### src/rtl/slow_pkg.sv
// Shared types and constants for the slow-mode hold-off timer.
package slow_pkg;

    typedef enum logic [1:0] {
        IDLE  = 2'd0,
        HOLD  = 2'd1,
        COUNT = 2'd2
    } slowState_t;

    localparam int TIMEOUT_W        = 4;
    localparam int NUM_DEV          = 6;
    localparam int DEFAULT_TICK_DIV = 256;

endpackage

### src/rtl/slow_hold_timer_if.sv
// Bus-cycle, chip-select and slow-config bundle feeding slow_hold_timer.
// Carries ForceSlow only when SLOW_FORCE_EN is defined.
interface slow_hold_timer_if;
    import slow_pkg::*;

    logic                 BACT;
    logic                 IACKCS;
    logic                 VIACS;
    logic                 IWMCS;
    logic                 SCCCS;
    logic                 SCSICS;
    logic                 SndCSWR;
    logic                 SlowIACK;
    logic                 SlowVIA;
    logic                 SlowIWM;
    logic                 SlowSCC;
    logic                 SlowSCSI;
    logic                 SlowSnd;
    logic                 SlowClockGate;
    logic [TIMEOUT_W-1:0] SlowTimeout;
`ifdef SLOW_FORCE_EN
    logic                 ForceSlow;
`endif
    logic                 SlowReq;
    logic                 SlowGate;
    logic                 SlowBusy;

    modport master (
`ifdef SLOW_FORCE_EN
        output ForceSlow,
`endif
        output BACT, IACKCS, VIACS, IWMCS, SCCCS, SCSICS, SndCSWR,
        output SlowIACK, SlowVIA, SlowIWM, SlowSCC, SlowSCSI, SlowSnd,
        output SlowClockGate, SlowTimeout,
        input  SlowReq, SlowGate, SlowBusy
    );

    modport slave (
`ifdef SLOW_FORCE_EN
        input  ForceSlow,
`endif
        input  BACT, IACKCS, VIACS, IWMCS, SCCCS, SCSICS, SndCSWR,
        input  SlowIACK, SlowVIA, SlowIWM, SlowSCC, SlowSCSI, SlowSnd,
        input  SlowClockGate, SlowTimeout,
        output SlowReq, SlowGate, SlowBusy
    );

endinterface

### src/rtl/slow_tick_prescaler.sv
// Divides CLK down to one tick pulse every TICK_DIV cycles while enabled.
// The count is held at zero whenever it is disabled or cleared.
module slow_tick_prescaler #(
    parameter int TICK_DIV = slow_pkg::DEFAULT_TICK_DIV,
    parameter int TICK_W   = 8
) (
    input  logic CLK,
    input  logic POR,
    input  logic clear,
    input  logic enable,
    output logic tick
);

    localparam logic [TICK_W-1:0] LAST = TICK_W'(TICK_DIV - 1);

    logic [TICK_W-1:0] countReg;
    logic [TICK_W-1:0] countNext;

    always_comb begin
        countNext = countReg;
        if (clear || !enable) begin
            countNext = '0;
        end else if (countReg == LAST) begin
            countNext = '0;
        end else begin
            countNext = countReg + TICK_W'(1);
        end
    end

    // A clear outranks the wrap so a re-hit never also produces a tick.
    assign tick = enable && !clear && (countReg == LAST);

    always_ff @(posedge CLK or posedge POR) begin
        if (POR) begin
            countReg <= '0;
        end else begin
            countReg <= countNext;
        end
    end

endmodule

### src/rtl/slow_hold_timer.sv
// Holds SlowReq for the duration of a slow-device access plus SlowTimeout ticks.
// Optional SLOW_FORCE_EN adds a ForceSlow input that also raises SlowReq/SlowGate.
module slow_hold_timer
    import slow_pkg::*;
#(
    parameter int TICK_DIV = DEFAULT_TICK_DIV,
    parameter int TICK_W   = 8
) (
    input  logic             CLK,
    input  logic             POR,
    slow_hold_timer_if.slave bus
);

    slowState_t           stateReg;
    slowState_t           stateNext;
    logic [TIMEOUT_W-1:0] countReg;
    logic [TIMEOUT_W-1:0] countNext;
    logic [NUM_DEV-1:0]   devSel;
    logic [NUM_DEV-1:0]   devEn;
    logic [NUM_DEV-1:0]   devHit;
    logic                 hit;
    logic                 tick;
    logic                 prescClear;
    logic                 prescEnable;
    logic                 reqNext;
    logic                 slowReqReg;
    logic                 slowGateReg;
    logic                 slowBusyReg;

    assign devSel = {bus.SndCSWR, bus.SCSICS, bus.SCCCS, bus.IWMCS, bus.VIACS, bus.IACKCS};
    assign devEn  = {bus.SlowSnd, bus.SlowSCSI, bus.SlowSCC, bus.SlowIWM, bus.SlowVIA, bus.SlowIACK};

    generate
        for (genvar gi = 0; gi < NUM_DEV; gi++) begin : g_dev_hit
            assign devHit[gi] = devSel[gi] & devEn[gi];
        end
    endgenerate

    assign hit         = bus.BACT & (|devHit);
    assign prescEnable = (stateReg == COUNT);

    slow_tick_prescaler #(
        .TICK_DIV (TICK_DIV),
        .TICK_W   (TICK_W)
    ) u_prescaler (
        .CLK    (CLK),
        .POR    (POR),
        .clear  (prescClear),
        .enable (prescEnable),
        .tick   (tick)
    );

    always_comb begin
        stateNext  = stateReg;
        countNext  = countReg;
        prescClear = 1'b0;
        case (stateReg)
            IDLE: begin
                if (hit) begin
                    stateNext = HOLD;
                    countNext = bus.SlowTimeout;
                end
            end
            HOLD: begin
                if (!bus.BACT) begin
                    if (countReg != '0) begin
                        stateNext  = COUNT;
                        prescClear = 1'b1;
                    end else begin
                        stateNext = IDLE;
                    end
                end
            end
            COUNT: begin
                // A new slow access restarts the whole hold-off, even on a tick edge.
                if (hit) begin
                    stateNext  = HOLD;
                    countNext  = bus.SlowTimeout;
                    prescClear = 1'b1;
                end else if (tick) begin
                    if (countReg != '0) begin
                        countNext = countReg - TIMEOUT_W'(1);
                    end
                    if (countReg <= TIMEOUT_W'(1)) begin
                        stateNext = IDLE;
                    end
                end
            end
            default: begin
                stateNext = IDLE;
                countNext = '0;
            end
        endcase
    end

`ifdef SLOW_FORCE_EN
    assign reqNext = (stateNext != IDLE) | bus.ForceSlow;
`else
    assign reqNext = (stateNext != IDLE);
`endif

    always_ff @(posedge CLK or posedge POR) begin
        if (POR) begin
            stateReg    <= IDLE;
            countReg    <= '0;
            slowReqReg  <= 1'b0;
            slowGateReg <= 1'b0;
            slowBusyReg <= 1'b0;
        end else begin
            stateReg    <= stateNext;
            countReg    <= countNext;
            slowReqReg  <= reqNext;
            slowGateReg <= reqNext & bus.SlowClockGate;
            slowBusyReg <= (stateNext == COUNT);
        end
    end

    assign bus.SlowReq  = slowReqReg;
    assign bus.SlowGate = slowGateReg;
    assign bus.SlowBusy = slowBusyReg;

endmodule

### src/flat_wrapper.sv
// flat-port wrapper written by rule: the top's interface ports become plain ports
module slow_hold_timer_flat import slow_pkg::*;
#(
    parameter int TICK_DIV = DEFAULT_TICK_DIV,
    parameter int TICK_W   = 8
)
  (CLK, POR, bus_BACT, bus_IACKCS, bus_VIACS, bus_IWMCS, bus_SCCCS, bus_SCSICS, bus_SndCSWR, bus_SlowIACK, bus_SlowVIA, bus_SlowIWM, bus_SlowSCC, bus_SlowSCSI, bus_SlowSnd, bus_SlowClockGate, bus_SlowTimeout, bus_SlowReq, bus_SlowGate, bus_SlowBusy);
  slow_hold_timer_if bus_i ();
  input  logic CLK;
  input  logic POR;
  input wire logic [$bits(bus_i.BACT)-1:0] bus_BACT;
  input wire logic [$bits(bus_i.IACKCS)-1:0] bus_IACKCS;
  input wire logic [$bits(bus_i.VIACS)-1:0] bus_VIACS;
  input wire logic [$bits(bus_i.IWMCS)-1:0] bus_IWMCS;
  input wire logic [$bits(bus_i.SCCCS)-1:0] bus_SCCCS;
  input wire logic [$bits(bus_i.SCSICS)-1:0] bus_SCSICS;
  input wire logic [$bits(bus_i.SndCSWR)-1:0] bus_SndCSWR;
  input wire logic [$bits(bus_i.SlowIACK)-1:0] bus_SlowIACK;
  input wire logic [$bits(bus_i.SlowVIA)-1:0] bus_SlowVIA;
  input wire logic [$bits(bus_i.SlowIWM)-1:0] bus_SlowIWM;
  input wire logic [$bits(bus_i.SlowSCC)-1:0] bus_SlowSCC;
  input wire logic [$bits(bus_i.SlowSCSI)-1:0] bus_SlowSCSI;
  input wire logic [$bits(bus_i.SlowSnd)-1:0] bus_SlowSnd;
  input wire logic [$bits(bus_i.SlowClockGate)-1:0] bus_SlowClockGate;
  input wire logic [$bits(bus_i.SlowTimeout)-1:0] bus_SlowTimeout;
  output wire logic [$bits(bus_i.SlowReq)-1:0] bus_SlowReq;
  output wire logic [$bits(bus_i.SlowGate)-1:0] bus_SlowGate;
  output wire logic [$bits(bus_i.SlowBusy)-1:0] bus_SlowBusy;
  assign bus_i.BACT = bus_BACT;
  assign bus_i.IACKCS = bus_IACKCS;
  assign bus_i.VIACS = bus_VIACS;
  assign bus_i.IWMCS = bus_IWMCS;
  assign bus_i.SCCCS = bus_SCCCS;
  assign bus_i.SCSICS = bus_SCSICS;
  assign bus_i.SndCSWR = bus_SndCSWR;
  assign bus_i.SlowIACK = bus_SlowIACK;
  assign bus_i.SlowVIA = bus_SlowVIA;
  assign bus_i.SlowIWM = bus_SlowIWM;
  assign bus_i.SlowSCC = bus_SlowSCC;
  assign bus_i.SlowSCSI = bus_SlowSCSI;
  assign bus_i.SlowSnd = bus_SlowSnd;
  assign bus_i.SlowClockGate = bus_SlowClockGate;
  assign bus_i.SlowTimeout = bus_SlowTimeout;
  assign bus_SlowReq = bus_i.SlowReq;
  assign bus_SlowGate = bus_i.SlowGate;
  assign bus_SlowBusy = bus_i.SlowBusy;
  slow_hold_timer #(.TICK_DIV(TICK_DIV), .TICK_W(TICK_W)) u_core (.CLK(CLK), .POR(POR), .bus(bus_i));
endmodule
### config.mk
export PLATFORM = sky130hd
export DESIGN_NAME = slow_hold_timer_flat
export DESIGN_NICKNAME = d
export VERILOG_FILES = /design/src/rtl/slow_pkg.sv /design/src/rtl/slow_hold_timer_if.sv /design/src/rtl/slow_tick_prescaler.sv /design/src/rtl/slow_hold_timer.sv /design/src/flat_wrapper.sv
export SDC_FILE = /design/constraint.sdc
export NUM_CORES = 1
export LEC_CHECK = 0
export ABC_CLOCK_PERIOD_IN_PS = 1830
export CORE_MARGIN = 1
export CORE_UTILIZATION = 46
export CTS_CLUSTER_DIAMETER = 30
export DETAILED_ROUTE_END_ITERATION = 16
export PLACE_DENSITY = 0.84
export SYNTH_ARGS = -nofsm -noshare
export SYNTH_HDL_FRONTEND = slang
export SYNTH_SLANG_ARGS = --single-unit
### constraint.sdc
create_clock -name CLK -period 1.83 [get_ports CLK]
set_input_delay 0.2745 -clock CLK [delete_from_list [all_inputs] [get_ports CLK]]
set_output_delay 0.2745 -clock CLK [all_outputs]
set_load 0.01 [all_outputs]
==> metrics.md, run 1 <==
| Metric | Value |
|---|---|
| Final WS setup | -0.167 ns |
| Die Wd | 52.3 µm |
| Critical path required time | 2.03 ns |
| Syn Area/Cell | 9.15 µm² |
| Clock buffer depth | 2 |
| Root Driver | clkbuf_4 |
| Total chip power | 2540 µW |
| 1st-pass router iterations | 4 |
| Number of remaining DRC errors | 0 |
| Unrepaired setup endpoints after global routing | true |
| Cells after Synth | 127 |
| Post-synthesis sequential area ratio | 36.6% |
| Global-route wire length before repair | 5.86 mm |
| Max Transition Viols Final | 0 |
| Sequential power share | 22.4% |
| Initial antenna violation count | 0 |
| Logic gate share of total power | 69.0% |
| Die Area | 0.00273 mm² |
| Ant diodes | 0 |
| Clk_skew | 0.00291 ns |
| Most used DFF post-synth | dfrtp_1 |
| Pwr dens | 1340 mW/mm² |
| Async set-reset flop share out of synthesis | 100% |
| Maxcap violations | 0 |
| Final-report setup violation count | 8 |
| Post-DP Area | 0.00173 mm² |
| Switch Pwr | 1100 µW |
| Crit Path Category | flop to flop |
| Core ar. | 0.00230 mm² |
| Dpl cells | 211 |
| Crit path launch type | flop |
| I/O pin count | 23 |
| Clock insertion delay at the later pin of the skew report | 0.31 ns |
| Sw Ratio | 43.3% |
| Int Pwr | 1440 µW |
| CTS Buf Count | 3 |
| IO Port Bufs | 22 |
| Largest net degree at the start of global routing | 18 |
| Leak Pwr | 0.000844 µW |
| Clk slew on worst S/H paths | 0.11 ns |
| Failing checks | setup timing |
| # nets final | 221 |
| Gp weighted congestion | 0.925 |
| Clk pwr share | 8.6% |
| Critical path capture point type | flop |
| Net Count, Synth | 155 |
| Dpl hpwl | 2.82 mm |
| HP Class | input port to async pin |
| Vias | 1,349 |
| WL final | 4.30 mm |
| Post-CTS Hold Buffers | 0 |
| Num Clock Sinks | 17 |
| Number of global-route vias before repair | 1,327 |
| Final Hold Vio Count | 0 |
| Rel. slew slack | 54.8% |
| Layout fillers | 131 |
| Post-synth EDFFs | 0 |
| Starting DRT DRC Count | 54 |
| Synth warnings | 0 |
| Fin Hold WS | 0.356 ns |
| P&R area growth vs syn | 63.3% |
| Share of layout cells above drive strength 1 | 38.5% |
| Peak supply drop | 1000 µV |
| Library cells used by synthesis | 44 |
| Final Cell Area | 0.00190 mm² |
| Post-synthesis cell area | 0.00116 mm² |
| GRT overflow | 0 |
| CP arrival | 2.20 ns |
| Height of the die | 52.3 µm |
| Row cnt | 17 |
| Peak fanout along the critical path | 3 |
| Layout Cells excl Fill | 220 |
| TritonCTS clock tree | yes |
| Worst slew pin tran | 0.677 ns |
| CTS H-tree depth | 1 |
| Initial core utilization | 50.6% |
| Fin crit share | 109% |
| Overall routing resource usage | 30.4% |
| Min Tclk post-route | 2.00 ns |
| DR vias/cell | 6.13 |
| Routed Antenna Nets | 0 |
| Setup TNS | -1.00 ns |
| Synth Register Bits | 17 |
| Status | complete, but fails checks |
| Drt wl/cell | 19.5 µm |
| Max frequency | 501 MHz |
[logic make-up after synthesis]
group / synth area share (%)
simple gates: 21.3
compound gates: 21.7
flops: 36.6
buf+inv: 5.27
fa+ha+maj: 8.61
xor+xnor: 4.52
mux: 1.94
[metrics by stage]
| stage | util [%] | setup WS (ns) |
|---|---|---|
| finish | 82.6 | -0.167 |
| global route | 82.6 | -0.224 |
| CTS | 78.8 | -0.126 |
| detailed placement | 75.4 | -0.369 |
| global placement | 75.4 | -0.194 |
| floorplan | - | -0.0373 |
[state kept, by name, indices dropped and copies added, names as in the netlist]
register                     cells
u_core.countReg                  4
u_core.u_prescaler.countReg      8
u_core.stateReg                  2
u_core.bus.SlowBusy              1
u_core.bus.SlowGate              1
u_core.bus.SlowReq               1
[cells in the mapped netlist (2+ instances only)]
master     number  area (µm²)
and3_1          2        12.5
ha_1            8         100
inv_1          14        52.6
o2bb2ai_1       2        17.5
a22o_1          3        26.3
a311oi_1        2        17.5
nor2b_1         2        12.5
a21boi_0        3        22.5
nor2_1          8        30.0
xnor2_1         3        26.3
dfrtp_1        17         425
xor2_1          3        26.3
nor3_1         11        55.1
o21ai_0         2        10.0
nand3_1         5        25.0
nand2_1         9        33.8
o211ai_1        3        22.5
mux2_1          2        22.5
o21bai_1        2        15.0
or2_2           2        12.5
[critical path, cell delays in order (launching register included)]
cell,delay [ns]
dfrtp_1,0.44
inv_2,0.10
ha_4,0.20
o21a_1,0.10
o41a_1,0.36
a211oi_2,0.22
nand2_1,0.15
mux2_4,0.31
[area by class of cell]
type	count	area [µm²]	share of cell area, %
Multi-Input combinational cell	94	827	43.6
Timing Repair Buffer	63	532	28.0
Sequential cell	17	425	22.4
Inverter	14	52.6	2.77
Tap cell	28	35.0	1.85
Clock buffer	4	26.3	1.38
[per-layer routing]
metal  wire [µm]  part of all wire [%]  track usage (%)  up-vias
li1            -                     -                -      591
met1        1490                    35             32.2      632
met2        2210                    51             54.9       94
met3         327                   7.6             4.93       32
met4         266                   6.2             19.7        0
met5           0                     0                0        -
[layout by cell type (no fill, tap or decap), drive strengths merged, types with 2 or more instances in the layout]
cell,instances
xor2,3
dfrtp,17
nor2,8
and3,2
inv,14
nand3,5
o21ai,3
nor3,11
clkdlybuf4s50,22
nand2,9
clkbuf,4
o31ai,2
a22o,3
o211ai,3
o2bb2ai,2
xnor2,3
or2,2
mux2,2
buf,41
o21bai,2
nor2b,2
ha,8
a311oi,2
a21boi,4
[power by group through the flow]
stage	sequential, µW	clock (µW)	combinational, µW
after floorplan	581	0	692
after global placement	557	0	1270
after detailed placement	569	0	1340
after CTS	558	216	1430
after global routing	576	228	1830
final	570	218	1760
[final timing paths]
kind / startpoint / endpoint / slack (ns) / cells after the start
max: u_core.stateReg[0] / u_core.countReg[1] / -0.17 / 7
min: POR / u_core.bus.SlowReq / 0.36 / 2
max reg2reg: u_core.stateReg[0] / u_core.countReg[1] / -0.17 / 7
min reg2reg: u_core.u_prescaler.countReg[0] / u_core.u_prescaler.countReg[0] / 0.61 / 2
max in group asynchronous: POR / u_core.countReg[0] / 1.04 / 2
min in group CLK: bus_SlowClockGate / u_core.bus.SlowGate / 0.59 / 2
[timing repair]
item	4_1_cts	5_1_grt
pin swaps	7	1
setup endpoints to repair	17	17
gates resized for setup	9	16
buffers inserted	1	4
No activity file was read; power rests on OpenSTA's default activity.
==> inputs of run 2 (changes only) <==
- CAP_MARGIN: unset -> 20
- CORE_MARGIN: 1 -> 3
==> run 2 against run 1 <==
- largest power group unchanged
- die area is 16% higher
- flip-flop and latch count stayed put
- largest cell class unchanged
- the flow still finishes with violations (setup timing)
- power is 6.1% lower
- maximum frequency is 2.6% lower
- final cell count is 2.7% lower
- highest routed layer unchanged
==> metrics.md, run 2 (same netlist as run 1, synthesis figures left out) <==
| Metric | Value |
|---|---|
| Status | complete, but fails checks |
| Failing checks | setup timing |
| Largest register FFs | 8 |
| Peak fanout along the critical path | 3 |
| Critical path capture point type | flop |
| Vias | 1,293 |
| Critical path required time | 2.03 ns |
| WL final | 3.74 mm |
| Die Area | 0.00317 mm² |
| Row cnt | 17 |
| Height of the die | 56.3 µm |
| Clk slew on worst S/H paths | 0.12 ns |
| GRT overflow | 0 |
| Final WS setup | -0.219 ns |
| CP arrival | 2.25 ns |
| Initial antenna violation count | 0 |
| Utilization after layout | 81.7% |
| R2r worst-path depth | 8 |
| Min Tclk post-route | 2.05 ns |
| Commonest non-fill, non-tap cell in the layout | buf_4 |
| Global-route wire length before repair | 5.80 mm |
| Pwr dens | 1270 mW/mm² |
| Root Driver | clkbuf_4 |
| Starting DRT DRC Count | 43 |
| Clock buffer depth | 2 |
| P&R area growth vs syn | 61.5% |
| Final-report setup violation count | 12 |
| Critical Path Sink | u_core.countReg[0] |
| Worst slew pin tran | 0.683 ns |
| Crit Path Category | flop to flop |
| Switch Pwr | 1040 µW |
| TritonCTS clock tree | yes |
| IO Port Bufs | 22 |
| Biggest register | u_core.u_prescaler.countReg |
| Critical R2R Capture | u_core.countReg[0] |
| Leak Pwr | 0.000829 µW |
| Sw Ratio | 43.4% |
| I/O pin count | 23 |
| DR vias/cell | 6.04 |
| Initial core utilization | 50.6% |
| Total chip power | 2390 µW |
| Post-CTS Hold Buffers | 0 |
| # nets final | 215 |
| Unrepaired setup endpoints after global routing | true |
| Dpl hpwl | 2.53 mm |
| Routed Antenna Nets | 0 |
| Sequential power share | 23.7% |
| Die Wd | 56.3 µm |
| Ant diodes | 0 |
| Logic gate share of total power | 66.7% |
| Fin crit share | 112% |
| Commonest cells after routing, fill and taps aside | buf_4 (33), clkdlybuf4s50_1 (22), dfrtp_1 (17), inv_1 (11), nand2_1 (8) |
| Clock insertion delay at the later pin of the skew report | 0.32 ns |
| R2R Setup Slk | -0.22 ns |
| Clk pwr share | 9.6% |
| 1st-pass router iterations | 5 |
| Crit. Startpoint | u_core.stateReg[1] |
| CTS H-tree depth | 1 |
| Largest net degree at the start of global routing | 18 |
| Max frequency | 488 MHz |
| Max Transition Viols Final | 0 |
| Drt wl/cell | 17.5 µm |
| Number of remaining DRC errors | 0 |
| Rel. slew slack | 54.4% |
| Int Pwr | 1350 µW |
| Core ar. | 0.00230 mm² |
| Crit path launch type | flop |
| Maxcap violations | 0 |
| Peak supply drop | 980 µV |
| HP Class | input port to async pin |
| Largest registers | u_core.u_prescaler.countReg: 8 flops, u_core.countReg: 4 flops, u_core.stateReg: 2 flops |
| CTS Buf Count | 3 |
| Gp weighted congestion | 0.875 |
| Clk_skew | 0.00963 ns |
| Num Clock Sinks | 17 |
| Share of layout cells above drive strength 1 | 38.2% |
| Overall routing resource usage | 23.2% |
| Final Hold Vio Count | 0 |
| Number of global-route vias before repair | 1,342 |
| RR Startpoint | u_core.stateReg[1] |
## run 2: changes by cell type in the layout (fill, tap and decap cells not counted), moves of 2 or more
cell	delta
a311oi_1	-2
a311oi_2	+2
buf_4	-7
nor3_1	-4
nor3_2	+4
## run 2: how the worst min path moves through the flow
stage	startpoint	endpoint	slack (ns)	cells past startpoint
floorplan	POR	u_core.bus.SlowBusy	0.20	1
global placement	u_core.u_prescaler.countReg[6]	u_core.u_prescaler.countReg[6]	0.55	2
detailed placement	u_core.u_prescaler.countReg[6]	u_core.u_prescaler.countReg[6]	0.57	2
CTS	POR	u_core.u_prescaler.countReg[2]	0.37	2
global route	POR	u_core.u_prescaler.countReg[1]	0.42	2
finish	POR	u_core.u_prescaler.countReg[2]	0.34	2
## run 2: timing repair
item                                    4_1_cts  5_1_grt
buffers inserted                              2        1
endpoints found under the setup margin       16       15
pin swaps                                     1        5
resized for setup                            11       16
## run 2: per-stage QoR
step,TNS (ns),hold slack (ns),area [µm²],worst slack (ns),std cells
2_1_floorplan,-0.0616,0.201,1220,-0.0373,127
3_3_place_gp,-2.32,0.555,1700,-0.230,207
3_5_place_dp,-3.10,0.575,1700,-0.281,207
4_1_cts,-0.304,0.369,1790,-0.159,213
5_1_grt,-1.65,0.423,1880,-0.251,214
6_report,-0.877,0.342,1880,-0.219,214
## run 2: worst max-delay path: stages, from the launching register on
cell and delay [ns]:
dfrtp_1 0.41, buf_4 0.15, ha_1 0.22, buf_4 0.15, nor2b_1 0.13, o41a_1 0.14, a211oi_2 0.24, nand2_1 0.14
mux2_1 0.33
## run 2: final cells by class
cell class              count  area [µm²]
multi-input cells          94         843
repair buffers             57         490
flip-flops and latches     17         425
fillers                   131         420
inverters                  14        52.6
well taps                  28        35.0
clock buffers               3        22.5
clock inverters             1        7.51
## run 2: routing by layer
| layer | routed length [µm] | part of all wire [%] | track usage (%) |
|---|---|---|---|
| met5 | 0 | 0 | 0 |
| met3 | 214 | 5.7 | 3.22 |
| met4 | 155 | 4.1 | 13.9 |
| met1 | 1400 | 37 | 25.1 |
| met2 | 1970 | 53 | 42.4 |
## run 2: power by group through the flow
stage	logic [µW]	registers [µW]	clock network (µW)
floorplan	692	581	0
global placement	1220	557	0
detailed placement	1290	570	0
CTS	1400	561	225
global route	1700	577	243
finish	1590	567	230
